[config.mk]
export PLATFORM = sky130hd
export DESIGN_NAME = thermometer_rx
export DESIGN_NICKNAME = d
export VERILOG_FILES = /design/src/rtl/thermometer_rx.sv
export SDC_FILE = /design/constraint.sdc
export NUM_CORES = 1
export LEC_CHECK = 0
export BUFFER_PORTS_ARGS = -buffer_cell sky130_fd_sc_hd__buf_2
export CAP_MARGIN = 25
export CORE_UTILIZATION = 55
export CTS_CLUSTER_DIAMETER = 50
export DETAILED_ROUTE_END_ITERATION = 6
export PLACE_DENSITY_LB_ADDON = 0.05
export SYNTH_ARGS = -nofsm -noshare
export SYNTH_HDL_FRONTEND = slang
export SYNTH_SLANG_ARGS = --single-unit
[constraint.sdc]
create_clock -name CLK -period 2.9 [get_ports CLK]
set_input_delay 0.58 -clock CLK [delete_from_list [all_inputs] [get_ports CLK]]
set_output_delay 0.58 -clock CLK [all_outputs]
set_load 0.005 [all_outputs]
[src/rtl/thermometer_rx.sv]
// thermometer_rx: LSB-first serial receiver that frames 8 bits and decodes thermometer codes.
// Optional feature: define THERM_RX_CONFIRM_EN to move CODE only after two matching legal frames.
module thermometer_rx #(
   parameter bit CONTINUOUS = 1'b1
) (
   input  logic       CLK,
   input  logic       CLEAR_N,
   input  logic       DIN,
   input  logic       START,
   output logic [7:0] DATA,
   output logic [2:0] CODE,
   output logic       VALID,
   output logic       ERR,
   output logic       BUSY
);

   typedef enum logic {IDLE, RECV} state_t;

   state_t     state, state_next;
   logic [2:0] cnt, cnt_next;
   logic [6:0] bits, bits_next;
   logic [7:0] frame;
   logic [7:0] data_next;
   logic [2:0] code_next;
   logic       valid_next, err_next;
   logic       legal;
   logic [2:0] k;
   logic       done;

`ifdef THERM_RX_CONFIRM_EN
   logic       hist_ok, hist_ok_next;
   logic [2:0] hist_k, hist_k_next;
`endif

   always_ff @(posedge CLK or negedge CLEAR_N) begin
      if (!CLEAR_N) begin
         state <= IDLE;
         cnt   <= 3'd0;
         bits  <= 7'd0;
         DATA  <= 8'h00;
         CODE  <= 3'b000;
         VALID <= 1'b0;
         ERR   <= 1'b0;
      end else begin
         state <= state_next;
         cnt   <= cnt_next;
         bits  <= bits_next;
         DATA  <= data_next;
         CODE  <= code_next;
         VALID <= valid_next;
         ERR   <= err_next;
      end
   end

`ifdef THERM_RX_CONFIRM_EN
   always_ff @(posedge CLK or negedge CLEAR_N) begin
      if (!CLEAR_N) begin
         hist_ok <= 1'b0;
         hist_k  <= 3'd0;
      end else begin
         hist_ok <= hist_ok_next;
         hist_k  <= hist_k_next;
      end
   end
`endif

   // frame is the full 8-bit word as it would look with this cycle's DIN merged in
   always_comb begin
      frame      = {1'b0, bits};
      frame[cnt] = DIN;

      legal = 1'b1;
      k     = 3'd0;
      case (frame)
         8'h01:   k = 3'd0;
         8'h03:   k = 3'd1;
         8'h07:   k = 3'd2;
         8'h0F:   k = 3'd3;
         8'h1F:   k = 3'd4;
         8'h3F:   k = 3'd5;
         8'h7F:   k = 3'd6;
         8'hFF:   k = 3'd7;
         default: legal = 1'b0;
      endcase

      state_next = state;
      cnt_next   = cnt;
      bits_next  = bits;
      data_next  = DATA;
      code_next  = CODE;
      valid_next = 1'b0;
      err_next   = 1'b0;
      done       = 1'b0;

      if (START) begin
         bits_next  = {6'd0, DIN};
         cnt_next   = 3'd1;
         state_next = RECV;
      end else if (state == RECV) begin
         bits_next = frame[6:0];
         cnt_next  = cnt + 3'd1;
         if (cnt == 3'd7) begin
            done       = 1'b1;
            data_next  = frame;
            valid_next = 1'b1;
            err_next   = !legal;
            if (!CONTINUOUS) state_next = IDLE;
         end
      end

`ifdef THERM_RX_CONFIRM_EN
      // A START that cuts a partial frame, or any illegal frame, forgets the previous k
      hist_ok_next = hist_ok;
      hist_k_next  = hist_k;
      if (START && (state == RECV) && (cnt != 3'd0)) begin
         hist_ok_next = 1'b0;
      end else if (done) begin
         if (!legal) begin
            hist_ok_next = 1'b0;
         end else begin
            if (hist_ok && (hist_k == k)) code_next = k;
            hist_ok_next = 1'b1;
            hist_k_next  = k;
         end
      end
`else
      if (done && legal) code_next = k;
`endif
   end

   assign BUSY = (state == RECV);

endmodule
==> results.md, run 1 <==
- Combinational Power Share: between 20% and 30%
- DR pass1 iterations: 4
- Slew headroom: between 50% and 60%
- Diodes inserted: 0
- Postcts setup bufs: 0
- Clk buf depth: 2
- Post-layout min period: 2.40 ns
- Crit path arrival time: about 2.6 ns
- Total power: around 760 uW
- Antenna Violating Nets Remaining: 0
- Port bufs: 17
- Clk root buf: clkbuf_4
- Worst-Margin Slew: 0.724 ns
- FMAX: roughly 420 MHz
- Mapped cell area: approximately 1400 um2
- Clk Latency, worst-skew pair: approximately 0.32 ns
- Yosys warns: 0
- Final setup fails: 0
- GPL Wtd Cong: between 0.9 and 1
- GRT Overall Usage: about 25%
- Final setup TNS: 0 ns
- Vias in the first global route: 1065
- Mean Syn Cell Area: a little over 9 um2
- VDD IR max: 353 uV
- Final nets: ~170
- Mapped Cells: roughly 160
- Worst reg-to-reg setup slack: 0.50 ns
- Worst Path Max Fanout: 18
- Via/cell ratio: 6.02
- Clk network pwr share: about a quarter
- Final slew viol count: 0
- Sequential share of power: a little over half
- Die height: between 50 and 60 um
- HPWL Detailed: approximately 2100 um
- Initial detailed-routing violation count: 19
- CTS clock-pin slew for the worst setup and hold paths: ~0.13 ns
- Fin crit share: between 80% and 90%
- Final Hold Viols: 0
- Synth Register Bits: 24
- CTS tree: done
- Routed length per instance: 15.7 um
- Pin count of the biggest net entering global routing: 25
- Hold WC Path Type: in2async
- Worst setup SP type: flop
- Core Area: 2480 um2
- Cell variety after synth: 40
- Number of gates resized after CTS: 0
- Die area: approximately 2800 um2
- Worst Setup Path Type: reg2reg
- H-tree depth: 1
- Num CTS Buffers: 3
- Initial antenna violation count: 0
- Global-route wire length before repair: ~5000 um
- Switching power: between 200 and 250 uW
- IO Count: 18
- P_leak: ~0.79 nW
- Clock sinks: 24
- FP Rows: 18
- Worst EP required: 3.11 ns
- Post-synthesis sequential area ratio: between 40% and 50%
- RSZ-0062 raised after global routing: false
- Max Cap Viol: 0
- Initial core utilization: 58.2%
- Die X-Extent: about 53 um
- DRC errors left: 0
- Count of hold-fix buffers inserted at cts: 0
- Switching Share: a little under a third
- Clk_skew: around 0.0058 ns
- Critical Path End Type: flop
- Pwr/cell area: around 500 nW/um2
- Syn Nets: around 160
- Status: completed
- Area growth syn-to-layout: 7.03%
- Share of layout cells above drive strength 1: between 15 and 20%
- Vias: 1168
- Grt total ovfl: 0
- Int Pwr: roughly 520 uW
- Total Wirelength: 3050 um
cell usage after synthesis:
cell       instances  area, um2
o21ai_1            2       10.0
a311oi_2           1       15.0
or2b_1             1       7.51
nor2_1            11       41.3
nand2_1           17       63.8
a21oi_1            4       20.0
nand2b_1           2       12.5
a211oi_1           3       22.5
a31oi_1            1       6.26
o22ai_1            3       18.8
nor3_1             3       15.0
nand3b_1           3       22.5
nand3_1            4       20.0
xnor2_1            1       8.76
a41o_1             1       10.0
o31a_1             1       8.76
o211ai_1           2       15.0
a22o_1             1       8.76
o2111ai_1          1       8.76
ha_1               2       25.0
buf_6              1       11.3
inv_1              6       22.5
nor3b_1            4       30.0
and3_1             2       12.5
o211a_1            1       10.0
buf_4              2       15.0
dfrtp_1           24        601
o21ai_0           12       60.1
mux2i_1           15        150
nand4_1            2       12.5
a32oi_1            1       8.76
nand3b_4           1       20.0
buf_2              4       20.0
clkbuf_1           7       26.3
a21oi_2            1       8.76
nor2b_1            3       18.8
mux2_1             2       22.5
or2_2              1       6.26
o41ai_2            1       16.3
o21ai_2            1       8.76
cells in the final DEF, fill, tap and decap left out, drive strengths merged:
cell	instances
nand3b	4
nor2b	3
and3	2
nand2	17
nor3	3
o22ai	3
mux2	2
nor3b	4
a32oi	1
dfrtp	24
buf	19
nand2b	2
nand3	4
a311oi	1
o41ai	1
nand4	2
a31oi	1
or2	1
a211oi	3
or2b	1
nor2	11
o21ai	15
xnor2	1
a21oi	5
a22o	1
mux2i	15
o2111ai	1
clkbuf	4
a41o	1
ha	2
inv	6
o211ai	2
o31a	1
o211a	1
through the flow:
step / area [um2] / util, % / hold slack, ns / cells / setup WS (ns)
after global placement: 1510 / 60.8 / 0.459 / 190 / 0.593
final: 1540 / 62.3 / 0.213 / 194 / 0.504
after CTS: 1540 / 62.3 / 0.225 / 194 / 0.511
after global routing: 1540 / 62.3 / 0.254 / 194 / 0.277
after floorplan: 1440 / - / 0.284 / 155 / 0.869
after detailed placement: 1510 / 60.8 / 0.470 / 190 / 0.496
layer usage:
layer	GRT usage [%]	routed length, um
met5	0	0
met4	7.89	43
met3	2.59	121
met2	42.4	1440
met1	32.3	1450
worst max-delay path, stage by stage, from the launching register on:
cell	delay [ns]
dfrtp_1	0.75
nor3b_1	0.29
mux2i_1	0.40
nor2_1	0.10
a311oi_2	0.31
o21ai_2	0.10
mux2_1	0.32
final timing paths:
kind | start | end | cells past startpoint
worst max-delay path | cnt[1] | CODE[0] | 6
worst min-delay path | CLEAR_N | BUSY | 1
worst max register to register | cnt[1] | CODE[0] | 6
worst min register to register | DATA[2] | DATA[2] | 2
max in group asynchronous | CLEAR_N | CODE[1] | 1
min in group CLK | DATA[2] | DATA[2] | 2
state kept, by name (all words and copies together), names as in the netlist:
name,flops
DATA,8
bits,7
CODE,3
cnt,3
BUSY,1
ERR,1
VALID,1
logic make-up (layout without fill, tap and decap cells):
group / Yosys count / after routing / share of synthesized area (%)
XOR/XNOR: 1 / 1 / 0.608
multiplexers: 17 / 17 / 12.0
AO/OA/AOI/OAI: 37 / 37 / 17.8
flip-flops: 24 / 24 / 41.7
AND/OR/NAND/NOR: 54 / 54 / 19.6
buffers and inverters: 20 / 29 / 6.60
adder cells (fa/ha/maj): 2 / 2 / 1.74
cell type report:
class,count,area [um2]
Fill cell,222,935
Inverter,6,22.5
Tap cell,30,37.5
Clock buffer,4,36.3
Timing Repair Buffer,19,100
Multi-Input combinational cell,111,746
Sequential cell,24,601
power groups by stage:
stage,clock [mW],sequential [mW],combinational [mW]
2_1_floorplan,0,0.394,0.139
4_1_cts,0.185,0.415,0.169
5_1_grt,0.196,0.422,0.192
6_report,0.177,0.414,0.168
3_3_place_gp,0,0.416,0.162
3_5_place_dp,0,0.421,0.166
Note: power is estimated with default switching activity, not from simulation.
==> inputs of run 2 (changes only) <==
clock period = 2.25 ns   (was 2.9 ns; I/O delays follow)
==> run 2 against run 1 <==
- register-to-register slack worse by 0.35 ns
- critical path depth up 2
- clock-buffer cell count down 1
- global-route usage up 1.9 points
- via count up 4.5%
- sequential power up 24%
- clock skew down 0.00067 ns
- final area up 7.6%
- critical endpoint unchanged
==> results.md, run 2 (synthesized netlist as in run 1, its figures left out) <==
- Clk_skew: 0.00511 ns (-0.000675 ns)
- Status: completed
- Initial antenna violation count: 0 (unchanged)
- CP Cell Sequence: buf_4 > buf_4 > nand3b_1 > o22ai_1 > nand3b_1 > a21oi_2 > o21ai_2 > mux2_1
- Fill count: 202 (-9.0%)
- Slew headroom: 63.9% (+12 points)
- Max FFs per register: 8 (unchanged)
- Max stage delay on crit path: 0.50 ns (-0.25 ns)
- H-tree depth: 1 (unchanged)
- Core Util, Final: 67.0% (+4.7 points)
- Grt total ovfl: 0 (unchanged)
- Clock sinks: 24 (unchanged)
- GPL Wtd Cong: 1.01 (+9.3%)
- Initial core utilization: 58.2% (unchanged)
- Core Area: 2480 um2 (unchanged)
- Worst EP required: 2.46 ns (-0.65 ns)
- Final Hold Viols: 0 (unchanged)
- CTS clock-pin slew for the worst setup and hold paths: 0.13 ns (about the same)
- Area growth syn-to-layout: 15.2%
- Clk buf depth: 2 (unchanged)
- Diodes inserted: 0 (unchanged)
- Global-route wire length before repair: 5380 um (+8.3%)
- Die area: 2830 um2 (unchanged)
- Final nets: 184 (+7.6%)
- Antenna Violating Nets Remaining: 0 (unchanged)
- Share of layout cells above drive strength 1: 25.4% (+7.7 points)
- Via/cell ratio: 5.89 (-2.1%)
- Worst Path Max Fanout: 10 (-8)
- Most flop-heavy register: DATA
- Total Wirelength: 3270 um (+7.4%)
- VDD IR max: 471 uV (+33%)
- Routed length per instance: 15.8 um (+0.64%)
- Initial detailed-routing violation count: 56 (+37)
- Commonest non-fill, non-tap cell in the layout: dfrtp_1
- Die X-Extent: 53.2 um (unchanged)
- Port bufs: 17 (unchanged)
- IO Count: 18 (unchanged)
- Pwr/cell area: 659 nW/um2 (+34%)
- HPWL Detailed: 2270 um (+7.3%)
- Count of hold-fix buffers inserted at cts: 0 (unchanged)
- Hold WC Path Type: in2async
- Pin count of the biggest net entering global routing: 25 (unchanged)
- Clk Latency, worst-skew pair: 0.31 ns (about the same)
- Worst setup SP type: flop
- FMAX: 477 MHz (+14%)
- Final setup fails: 0 (unchanged)
- Slowest stage cell, crit path: dfrtp_2
- Fin crit share: 93.1% (+10 points)
- P_leak: 0.856 nW (+8.5%)
- Final setup TNS: 0 ns (unchanged)
- Die height: 53.2 um (unchanged)
- Most frequent cells in the layout: 21 x dfrtp_1, 17 x nand2_1, 17 x buf_2, 15 x mux2i_1, 15 x buf_4
- Post-layout min period: 2.09 ns (-0.301 ns)
- Vias: 1220 (+4.5%)
- DR pass1 iterations: 4 (unchanged)
- Clk root buf: clkbuf_4
- FP Rows: 18 (unchanged)
- Vias in the first global route: 1149 (+7.9%)
- Num CTS Buffers: 3 (unchanged)
- DRC errors left: 0 (unchanged)
- Critical Path End Type: flop
- Max Cap Viol: 0 (unchanged)
- Largest regs: DATA: 8 flops, bits: 7 flops
- GRT Overall Usage: 26.6% (+1.9 points)
- Worst Setup Path Type: reg2reg
- Final slew viol count: 0 (unchanged)
- RSZ-0062 raised after global routing: false
- Worst-Margin Slew: 0.542 ns (-0.183 ns)
- Crit path arrival time: 2.30 ns (-0.31 ns)
- CTS tree: done
## run 2: changes by cell type in the layout (fill, tap and decap cells not counted), sizes merged
cell,previous run,this run
bufinv,0,1
clkbuf,4,3
buf,19,32
## run 2: worst max-delay path, delay by kind of cell, from the launching register on
family          cells  cell delay (ns)
compound gates      3             0.53
buf+inv             2             0.31
flops               1             0.50
mux                 1             0.32
simple gates        2             0.33
## run 2: repair_timing
action | 4_1_cts | 5_1_grt
setup buffers | 0 | 4
endpoints found under the hold margin | 0 | 0
gates resized for setup | 0 | 3
setup endpoints to repair | 0 | 2
## run 2: routing by layer
metal | track usage [%] | share of wire (%) | vias up | routed length (um)
met3 | 2.59 | 4.5 | 8 | 146
met2 | 41.8 | 47 | 44 | 1540
met1 | 37.7 | 46 | 573 | 1520
li1 | - | - | 595 | -
met5 | 0 | 0 | - | 0
met4 | 9.65 | 2.0 | 0 | 67
## run 2: worst paths after layout
| check | from | endpoint | slack [ns] | depth (start not counted) |
|---|---|---|---|---|
| max | cnt[2] | CODE[0] | 0.16 | 8 |
| min | CLEAR_N | BUSY | 0.1 | 1 |
| max reg2reg | cnt[2] | CODE[0] | 0.16 | 8 |
| min reg2reg | DATA[5] | DATA[5] | 0.50 | 2 |
| max in group asynchronous | CLEAR_N | cnt[0] | 1.77 | 1 |
| min in group CLK | START | bits[4] | 0.44 | 2 |
## run 2: report_power, final
group	switching [mW]	internal, mW
logic	0.143	0.127
clock network	0.130	0.180
registers	0.0421	0.473
## run 2: area by class of cell
type / instances / area (um2) / area share, %
multi-input cells: 111 / 746 / 44.9
flip-flops and latches: 24 / 604 / 36.4
repair buffers: 32 / 198 / 11.9
well taps: 30 / 37.5 / 2.26
clock inverters: 1 / 30.0 / 1.81
clock buffers: 3 / 22.5 / 1.36
inverters: 6 / 22.5 / 1.36
## run 2: per-stage QoR
stage | instance area, um2 | cells | power [mW] | hold slack (ns) | setup slack, ns
floorplan | 1440 | 155 | 0.687 | 0.154 | 0.307
global placement | 1570 | 199 | 0.765 | 0.455 | 0.0631
detailed placement | 1570 | 199 | 0.773 | 0.463 | 0.0791
CTS | 1630 | 203 | 1.09 | 0.0967 | 0.0507
global route | 1660 | 207 | 1.16 | 0.119 | 0.0528
finish | 1660 | 207 | 1.09 | 0.0958 | 0.155
